`config.mk`:
```
export PLATFORM = sky130hd
export DESIGN_NAME = note_player
export DESIGN_NICKNAME = d
export VERILOG_FILES = /design/src/rtl/note_player.sv
export SDC_FILE = /design/constraint.sdc
export NUM_CORES = 1
export LEC_CHECK = 0
export ABC_AREA = 1
export BUFFER_PORTS_ARGS = -buffer_cell sky130_fd_sc_hd__clkbuf_2
export CAP_MARGIN = 20
export CORE_AREA = 4 4 83 77
export CTS_CLUSTER_SIZE = 20
export DETAILED_ROUTE_END_ITERATION = 10
export DIE_AREA = 0 0 87 81
export GPL_TIMING_DRIVEN = 0
export PLACE_DENSITY_LB_ADDON = 0.25
export RECOVER_POWER = 100
export SLEW_MARGIN = 25
export SYNTH_ARGS = -nofsm -noshare
export SYNTH_HDL_FRONTEND = slang
export SYNTH_SLANG_ARGS = --single-unit
```
`constraint.sdc`:
```
create_clock -name clk -period 3.4 [get_ports clk]
set_input_delay 0 -clock clk [delete_from_list [all_inputs] [get_ports clk]]
set_output_delay 0 -clock clk [all_outputs]
set_load 0.01 [all_outputs]
```
`src/rtl/note_player.sv`:
```
// ============================================================================
//  note_player: holds each note for its beat count, pulses note_done at the
//  end, and converts the note index to a phase step. Revision: 1.0
// ============================================================================
`default_nettype none

module note_player #(
   parameter int NOTE_WIDTH     = 6,
   parameter int DURATION_WIDTH = 6,
   parameter int STEP_WIDTH     = 20
) (
   input  logic                      clk,
   input  logic                      reset,
   input  logic                      play_enable,
   input  logic                      load_new_note,
   input  logic [NOTE_WIDTH-1:0]     note_to_load,
   input  logic [DURATION_WIDTH-1:0] duration_to_load,
   input  logic                      beat,
   output logic [STEP_WIDTH-1:0]     step_size,
   output logic                      note_active,
   output logic                      note_done
);

   typedef enum logic [1:0] {
      IDLE    = 2'd0,
      PLAYING = 2'd1,
      DONE    = 2'd2
   } state_t;

   state_t                    state_q, state_d;
   logic [NOTE_WIDTH-1:0]     note_q, note_d;
   logic [DURATION_WIDTH-1:0] dur_cnt_q, dur_cnt_d;
   logic                      rom_valid_q, rom_valid_d;
   logic [STEP_WIDTH-1:0]     rom_dout_q, rom_dout_d;

   // Frequency table: top-octave steps (A5..G#6, 48 kHz, 20-bit phase),
   // lower octaves derived by right shift. Note 1 = A0, 49 = A4 (440 Hz).
   function automatic logic [STEP_WIDTH-1:0] rom_lookup(input logic [NOTE_WIDTH-1:0] n);
      logic [NOTE_WIDTH-1:0] idx;
      logic [NOTE_WIDTH-1:0] oct;
      logic [NOTE_WIDTH-1:0] semi;
      logic [STEP_WIDTH-1:0] base;
      idx  = n - NOTE_WIDTH'(1);
      oct  = idx / NOTE_WIDTH'(12);
      semi = idx % NOTE_WIDTH'(12);
      case (semi)
         NOTE_WIDTH'(0):  base = STEP_WIDTH'(19224);
         NOTE_WIDTH'(1):  base = STEP_WIDTH'(20367);
         NOTE_WIDTH'(2):  base = STEP_WIDTH'(21578);
         NOTE_WIDTH'(3):  base = STEP_WIDTH'(22861);
         NOTE_WIDTH'(4):  base = STEP_WIDTH'(24221);
         NOTE_WIDTH'(5):  base = STEP_WIDTH'(25661);
         NOTE_WIDTH'(6):  base = STEP_WIDTH'(27187);
         NOTE_WIDTH'(7):  base = STEP_WIDTH'(28803);
         NOTE_WIDTH'(8):  base = STEP_WIDTH'(30516);
         NOTE_WIDTH'(9):  base = STEP_WIDTH'(32331);
         NOTE_WIDTH'(10): base = STEP_WIDTH'(34253);
         default:         base = STEP_WIDTH'(36290);
      endcase
      if (n == '0) begin
         rom_lookup = '0;
      end else begin
         rom_lookup = base >> (NOTE_WIDTH'(5) - oct);
      end
   endfunction

   always_comb begin
      state_d     = state_q;
      note_d      = note_q;
      dur_cnt_d   = dur_cnt_q;
      rom_valid_d = 1'b1;
      rom_dout_d  = rom_lookup(note_q);

      if (load_new_note) begin
         note_d      = note_to_load;
         dur_cnt_d   = duration_to_load;
         rom_valid_d = 1'b0;
         state_d     = (duration_to_load != '0) ? PLAYING : DONE;
      end else begin
         case (state_q)
            PLAYING: begin
               // Beats arriving while paused are dropped, not queued.
               if (beat && play_enable && (dur_cnt_q != '0)) begin
                  dur_cnt_d = dur_cnt_q - 1'b1;
                  if (dur_cnt_q == DURATION_WIDTH'(1)) begin
                     state_d = DONE;
                  end
               end
            end
            DONE:    state_d = IDLE;
            default: state_d = IDLE;
         endcase
      end
   end

   always_ff @(posedge clk or negedge reset) begin
      if (!reset) begin
         state_q     <= IDLE;
         note_q      <= '0;
         dur_cnt_q   <= '0;
         rom_valid_q <= 1'b0;
         rom_dout_q  <= '0;
      end else begin
         state_q     <= state_d;
         note_q      <= note_d;
         dur_cnt_q   <= dur_cnt_d;
         rom_valid_q <= rom_valid_d;
         rom_dout_q  <= rom_dout_d;
      end
   end

   assign note_active = (state_q == PLAYING);
   assign note_done   = (state_q == DONE);
   assign step_size   = (note_active && play_enable && rom_valid_q && (note_q != '0))
                        ? rom_dout_q : '0;

endmodule

`default_nettype wire

```
# Word-level counts from Yosys, hierarchy flattened
# Memories as Yosys holds them, arrays and structs flattened.
# Cells that the tools add are included.
[word_totals]
regBits = 35
romBits = 256
inputBits = 17
out_inout_bits = 22
word_cells = 43
n_memories = 1
[mem_list]
columns = ["name", "depth", "word_bits", "rd", "rd_clocked_by_memory_dff", "wr", "line_no", "text"]
rows = [
  ["(name not given)", 16, 16, 1, 0, 0, "46", "case (semi)"],
]
[op_classes]
addsub = 3
div = 2
n_eq_ne = 5
n_shift = 1
mux = 12
reduce_logical = 14
[op_table]
columns = ["cell", "count"]
rows = [
  ["20-bit two-way mux", 3],
  ["20-bit by 6-bit right shift with 20-bit output", 1],
  ["6-bit two-way mux", 3],
  ["6-bit nonzero test", 3],
  ["6-bit by 1-bit subtractor with 6-bit output (second input constant)", 2],
  ["2-bit two-way mux", 5],
  ["6-bit by 4-bit divider with 6-bit output (second input constant)", 1],
  ["6-bit by 1-bit equality test with 1-bit output (second input constant)", 1],
  ["6-bit logical NOT", 1],
  ["6-bit by 4-bit remainder unit with 6-bit output (second input constant)", 1],
  ["3-bit by 2-bit inequality test with 1-bit output (second input constant)", 2],
  ["3-bit by 6-bit subtractor with 6-bit output (first input constant)", 1],
  ["1-bit logical AND", 5],
  ["2-bit AND reduction", 2],
  ["2-bit nonzero test", 2],
  ["2-bit by 1-bit equality test with 1-bit output (second input constant)", 1],
  ["2-bit equality test (second input constant)", 1],
  ["2-bit logical NOT", 1],
  ["1-bit two-way mux", 1],
]

# Depth between registers and ports, before layout
# Gate-level depths: netlist (run 1).
[logic_depth]
depth_word = 6
depth_mapped = 24
ltp_nobuf = 24

# Least setup slack after synthesis (run 1)
# No wires, ideal clock.
[synth_path]
kind = "reg-to-reg"
startpoint = "reg note_q[0]"
endpoint = "reg rom_dout_q[6]"
arrival_time_ns = 2.947
setup_slack_ns = 0.387
stages_incl_launch_ff = 16
path_buffers = 2
path_cell_list = "dfrtp_1 -> inv_1 -> ha_1 -> nand3_1 -> nand2_1 -> ha_1 -> or2_2 -> nand2_1 -> nand2_2 -> clkbuf_1 -> ha_1 -> inv_1 -> nor2_1 -> clkbuf_1 -> nand3_1 -> nand2_1"
[synth_between]
elab_chain_len = 6
word_cells_on_any_way = 10
classes_between = "add/sub: 2; div: 2; shift: 1; mux: 2; reduce/logical: 2; memory: 1"
[synth_lines]
columns = ["element", "line_no", "text"]
rows = [
  ["start, declared", "31", "logic [NOTE_WIDTH-1:0] note_q, note_d;"],
  ["start signal, assigned", "105", "note_q <= note_d;"],
  ["6-bit by 1-bit subtractor with 6-bit output", "43", "idx = n - NOTE_WIDTH'(1);"],
  ["6-bit by 4-bit remainder unit with 6-bit output", "45", "semi = idx % NOTE_WIDTH'(12);"],
  ["memory 16 x 16 bit / 2-bit logical NOT (equally long branches)", "-", ""],
  ["20-bit two-way mux", "46", ""],
  ["20-bit by 6-bit right shift with 20-bit output", "63", "rom_lookup = base >> (NOTE_WIDTH'(5) - oct);"],
  ["20-bit two-way mux (*)", "60", "if (n == '0) begin"],
  ["via rom_dout_d[6]", "34", "logic [STEP_WIDTH-1:0] rom_dout_q, rom_dout_d;"],
  ["end signal, assigned", "108", "rom_dout_q <= rom_dout_d;"],
  ["end, declared", "34", ""],
]
# The timed path passes the listed nets; every way through them passes the cells marked *.
# A chain may end at the register's enable or synchronous reset.

# Final worst setup path (run 1)
[layout_path]
startpoint = "reg note_q[0]"
endpoint = "reg rom_dout_q[4]"
# The elaborated chain is that of the path after synthesis.

==> results.toml, run 1 <==
[pwr]
combPwrFrac_pct = 52.4
pwr-share-seq_pct = 27.4
powerDensity_nw_per_um2 = 627
p_clk_share_pct = 20.2
switching_power_w = 0.000829
p_int_w = 0.00104
sw_frac_of_total_pct = 44.3
p_leak_nw = 1.59
ir_worst_vdd_mv = 0.294

[placement]
dpl_cell_area_um2 = 2710
hpwl_um = 4450
gp_congestion = 0.855
place_inst = 482
port_buffers = 34

[hold_path]
hold_depth = 2
hp-class = "in -> reg"

[clock_network]
cts_tree = "done"
cts.sinks = 31
cts_made_buffers = 5
clk_latency_ns = 0.28
root_buffer = "clkbuf_8"
cts_buffer_depth = 2
clkTransAtPathRegs_ns = 0.07
htreeDepth = 2

[timing]
finalCritPeriodShare_pct = 92.2
final_hold_viol_count = 0
drv_slew = 32
relSlewSlack_pct = -10.6
tightest_slew_ns = 1.66
fin_skew_ns = 0.00582
fmax_mhz = 319
hold_ws_ns = 0.0111
fin_crit_ns = 3.14
finalSetupTns_ns = 0
final-setup-viol-count = 0

[run_status]
violations = "capacitance limit, slew limit"
run_status = "complete, but fails checks"

[global_routing]
grt_use_total_pct = 18.1
grt_max_degree = 32
overflow = 0
grt_first_pass_wirelength_um = 10300
antenna_found_initial = 0
first_global_vias = 2398

[synth]
synth_edf_count = 0
yosysTopAreaCell = "dfrtp_1"
syn_inst = 375
syn-cell-area_um2 = 2440
ys_seq_area_share_pct = 31.7
synth_ff_type = "dfrtp_1"
synth_seq_cells = 31
yosysWarnings = 0
avgSynthCellArea_um2 = 6.52
synth_cell_type_count = 34
synth_area_leaders = "dfrtp_1 32%, nand2_1 16%, nand3_1 14%"
async_flop_share_pct = 100
synth_top_area_share_pct = 31.7

[routing]
routed_wl_um = 5880
drtIter0Drc = 206
ant_nets = 0
wl_per_cell_um = 11.6
vias_per_cell = 5.03
drc_errors = 0
vias = 2539
drt_pass1_iterations = 4

[floorplanning]
start_util_pct = 43.9
die_area_um2 = 7050
rows = 26
die_w_um = 87
core-area_um2 = 5560
io_pins = 39
die_h_um = 81

[layout]
fin_util_pct = 53.6
fin_nets = 461
final_common_cell = "nand2_1"
drive_gt1_share_pct = 15.6
nFillCells = 573
area_growth_pct = 22.0
diodes = 0
design_area_um2 = 2980
layout.cells.non_filler = 505
final_cell_mix = "101 x nand2_1, 69 x nand3_1, 45 x inv_1"

[worst_setup_path]
crit_start = "note_q[0]$_DFFE_PN0P_"
rr_endpoint = "rom_dout_q[4]$_DFF_PN0_"
r2r_slack_ns = 0.26
reg2reg_depth = 20
crit_path_end_kind = "flip-flop"
endpoint = "rom_dout_q[4]$_DFF_PN0_"
crit_type = "reg -> reg"
arrival_ns = 3.30
worst_setup_path_start_kind = "flip-flop"
cp.required_ns = 3.57
r2r_start = "note_q[0]$_DFFE_PN0P_"
path_max_fanout = 10

[flow_run]
max_cap_violations = 1
==> cell usage after synthesis, types with 2 or more instances <==
| cell type | count |
|---|---|
| o21ai_1 | 3 |
| nand2_1 | 102 |
| buf_2 | 2 |
| buf_4 | 4 |
| nor4_1 | 2 |
| inv_1 | 47 |
| nand4_1 | 11 |
| nor2_4 | 2 |
| dfrtp_1 | 31 |
| o21ai_0 | 8 |
| nor3_1 | 3 |
| o211ai_1 | 5 |
| nand2_2 | 9 |
| nand3_1 | 70 |
| xor2_1 | 3 |
| ha_1 | 10 |
| nor2_1 | 39 |
| a21oi_1 | 2 |
| clkbuf_1 | 7 |
==> metrics by stage <==
stage	power (W)	worst slack (ns)
2_1_floorplan	0.00124	0.387
3_3_place_gp	0.00145	-0.138
3_5_place_dp	0.00146	-0.0998
4_1_cts	0.00185	0.0312
5_1_grt	0.00206	-0.00164
6_report	0.00187	0.265
==> metal layers <==
layer	routed length (um)	GRT usage [%]	vias up	share of wire [%]
li1	-	-	1327	-
met1	2960	26.0	1148	50
met2	2540	27.6	58	43
met3	300	3.35	6	5.1
met4	73	5.45	0	1.2
met5	0	0	-	0
==> power by group through the flow <==
stage | clock [W] | sequential, W | combinational (W)
global placement | 0 | 0.000519 | 0.000929
global route | 0.000400 | 0.000524 | 0.00114
CTS | 0.000383 | 0.000513 | 0.000954
finish | 0.000378 | 0.000512 | 0.000981
detailed placement | 0 | 0.000520 | 0.000936
floorplan | 0 | 0.000512 | 0.000731
==> registers in the layout, indices dropped and copies added (netlist names) <==
signal / count
dur_cnt_q: 6
state_q: 2
rom_dout_q: 16
rom_valid_q: 1
note_q: 6
==> repair_timing <==
| action | in CTS | in global routing |
|---|---|---|
| resized for setup | 2 | 12 |
| endpoints found under the hold margin | 42 | 0 |
| hold buffers | 12 | 0 |
| buffers inserted | 0 | 3 |
| setup endpoints to repair | 11 | 16 |
| pin swaps | 0 | 2 |
==> logic make-up (layout without fill, tap and decap cells) <==
group | count (synthesis) | in the layout | share of synthesized area, %
adders and majority gates | 10 | 10 | 5.12
AOI/OAI and AO/OA | 24 | 24 | 6.30
and+or+nand+nor | 241 | 241 | 44.4
buffers and inverters | 64 | 121 | 10.8
DFF | 31 | 31 | 31.7
other | 1 | 4 | 0.153
xor gates and xnor gates | 4 | 4 | 1.43
==> final cells by class <==
type / count / area (um^2) / share of cell area (%)
Buffer: 15 / 87.6 / 2.94
Clock buffer: 6 / 82.6 / 2.77
Clock inverter: 2 / 35.0 / 1.17
Inverter: 49 / 184 / 6.17
Multi-Input combinational cell: 283 / 1430 / 47.9
Sequential cell: 31 / 778 / 26.1
Tap cell: 70 / 87.6 / 2.94
Timing Repair Buffer: 49 / 300 / 10.1
==> worst min-delay path by stage <==
stage | startpoint | end | slack [ns]
final | load_new_note | rom_valid_q$_DFF_PN0_ | 0.01
after global routing | load_new_note | rom_valid_q$_DFF_PN0_ | 0.03
after CTS | load_new_note | rom_valid_q$_DFF_PN0_ | 0.002
after detailed placement | reset | dur_cnt_q[3]$_DFFE_PN0P_ | 0.11
after global placement | reset | dur_cnt_q[3]$_DFFE_PN0P_ | 0.09
after floorplan | reset | dur_cnt_q[0]$_DFFE_PN0P_ | -0.30
==> critical path, stage by stage, from the launching register on <==
cell     delay, ns
dfrtp_2       0.44
inv_2         0.12
ha_2          0.21
nand2_1       0.06
nand2_1       0.05
nand2_1       0.08
ha_1          0.30
or2_2         0.29
nand2_1       0.12
nand2_2       0.11
nand2_2       0.09
nand2_2       0.07
o21ai_1       0.10
nand2_2       0.11
buf_6         0.16
nand2_1       0.11
nand4_1       0.18
nand2_1       0.15
nand3_1       0.11
nand3_2       0.12
nand2_1       0.06
(Power assumes the default switching activity.)
==> run 2, diff against run 1 <==
==> constraint.sdc (replaced) <==
create_clock -name clk -period 2.5 [get_ports clk]
set_input_delay 0 -clock clk [delete_from_list [all_inputs] [get_ports clk]]
set_output_delay 0 -clock clk [all_outputs]
set_load 0.01 [all_outputs]
==> results.toml, run 2 (synthesis gave the netlist of run 1 again) <==
[routing]
drc_errors = 0
ant_nets = 0
vias_per_cell = 5.31
drtIter0Drc = 234
wl_per_cell_um = 13.3
vias = 2770
routed_wl_um = 6930
drt_pass1_iterations = 5

[floorplanning]
die_area_um2 = 7050
start_util_pct = 43.9
die_w_um = 87
rows = 26
core-area_um2 = 5560
die_h_um = 81
io_pins = 39

[worst_setup_path]
crit_buf_inv = 0
reg2reg_depth = 17
crit_path_end_kind = "flip-flop"
rr_endpoint = "rom_dout_q[4]$_DFF_PN0_"
cp.required_ns = 2.67
crit_family = "simple AND/OR/NAND/NOR gates"
worst_setup_path_start_kind = "flip-flop"
crit_type = "reg -> reg"
path_max_fanout = 8
slowest_delay_ns = 0.44
crit_path_cell_trace = "nor2_4 -> nand4_1 -> nand2_2 -> ha_4 -> or2_4 -> nand2_4 -> nand2_2 -> nand2_4 -> nand3_4 -> nand2_4 -> nor2_2 -> nand2_4 -> nand4_1 -> nand2_1 -> nand3_2 -> nand3_2 -> nand2_2"
r2r_slack_ns = -0.31
arrival_ns = 2.98
crit_top_cell = "nand2_4"
slowest_stage = "dfrtp_1"
r2r_start = "note_q[2]$_DFFE_PN0P_"

[timing]
fin_skew_ns = 0.00861
drv_slew = 32
relSlewSlack_pct = -9.34
final_hold_viol_count = 0
fin_crit_ns = 2.81
tightest_slew_ns = 1.64
final-setup-viol-count = 15
fmax_mhz = 355
finalCritPeriodShare_pct = 113
fin_ws_ns = -0.314
rsz0062_at_grt = "yes"

[hold_path]
whs_endpoint = "dur_cnt_q[3]$_DFFE_PN0P_"
hold_depth = 3
worst_hold_startpoint = "duration_to_load[3]"
hp-class = "in -> reg"

[pwr]
p_leak_nw = 1.73
powerDensity_nw_per_um2 = 873
ir_worst_vdd_mv = 0.371
power.total_w = 0.00303

[clock_network]
root_buffer = "clkbuf_8"
htreeDepth = 2
clkTransAtPathRegs_ns = 0.07
cts_tree = "done"
cts_buffer_depth = 2
cts_made_buffers = 5
clk_latency_ns = 0.29
cts.sinks = 31

[global_routing]
first_global_vias = 2536
antenna_found_initial = 0
grt_max_degree = 32
grt_use_total_pct = 20.0
overflow = 0
grt_first_pass_wirelength_um = 11200

[layout]
multiInputGateArea_um2 = 1760
fin_nets = 478
final_cell_mix = "81 x nand2_1, 45 x nand3_1, 41 x inv_1"
drive_gt1_share_pct = 29.6
area_growth_pct = 41.8
diodes = 0
largest_reg_flops = 16
largest_register = "rom_dout_q"
regArea_um2 = 778
fin_util_pct = 62.3
nFillCells = 505
largestRegisters = "rom_dout_q: 16 flops, dur_cnt_q: 6 flops, note_q: 6 flops"
final_common_cell = "nand2_1"

[run_status]
run_status = "complete, but fails checks"
violations = "capacitance limit, slew limit, setup timing"

[placement]
port_buffers = 34
place_ws_ns = -0.363
gp_congestion = 0.889
hpwl_um = 4650

[flow_run]
max_cap_violations = 1
[run 2: area by class of cell]
type	count	area share [%]
Clock inverter	2	1.01
Clock buffer	6	2.38
Timing Repair Buffer	66	12.3
Sequential cell	31	22.5
Inverter	49	5.45
Buffer	15	3.10
Multi-Input combinational cell	283	50.7
Tap cell	70	2.53
[run 2: how the worst max path moves through the flow]
stage,from,end,depth (start not counted)
floorplan,note_q[0]$_DFFE_PN0P_,rom_dout_q[9]$_DFF_PN0_,20
global placement,note_q[0]$_DFFE_PN0P_,rom_dout_q[4]$_DFF_PN0_,21
detailed placement,note_q[0]$_DFFE_PN0P_,rom_dout_q[4]$_DFF_PN0_,21
CTS,note_q[0]$_DFFE_PN0P_,rom_dout_q[8]$_DFF_PN0_,15
global route,note_q[2]$_DFFE_PN0P_,rom_dout_q[4]$_DFF_PN0_,17
finish,note_q[2]$_DFFE_PN0P_,rom_dout_q[4]$_DFF_PN0_,17
[run 2: timing repair]
item,in CTS,in global routing
endpoints found under the setup margin,16,16
buffers inserted,10,8
pin swaps,27,15
gates cloned,1,0
endpoints found under the hold margin,43,0
hold buffers,13,0
gates resized for setup,45,26
[run 2: metrics by stage]
| step | area [um^2] | instances | TNS [ns] | hold WS, ns |
|---|---|---|---|---|
| floorplan | 2560 | 378 | 0 | -0.296 |
| global placement | 2820 | 482 | -3.71 | 0.0929 |
| detailed placement | 2820 | 482 | -4.26 | 0.101 |
| CTS | 3320 | 514 | -2.99 | 0.0238 |
| global route | 3470 | 522 | -5.96 | 0.0765 |
| finish | 3470 | 522 | -3.64 | 0.0266 |
[run 2: routing by layer]
| layer | wire length (um) | global-route usage, % |
|---|---|---|
| met3 | 365 | 2.64 |
| met4 | 102 | 7.01 |
| met2 | 3340 | 33.2 |
| met5 | 0 | 0 |
| met1 | 3130 | 26.6 |
[run 2: where the power goes]
group	total [W]	internal (W)	switching, W
Combinational	0.00181	0.000668	0.00114
Clock	0.000515	0.000322	0.000193
Sequential	0.000699	0.000644	0.0000546
[run 2: worst min-delay path, stage by stage]
cell and delay [ns]:
clkbuf_2 0.09, nor2_1 0.10, o31ai_1 0.08
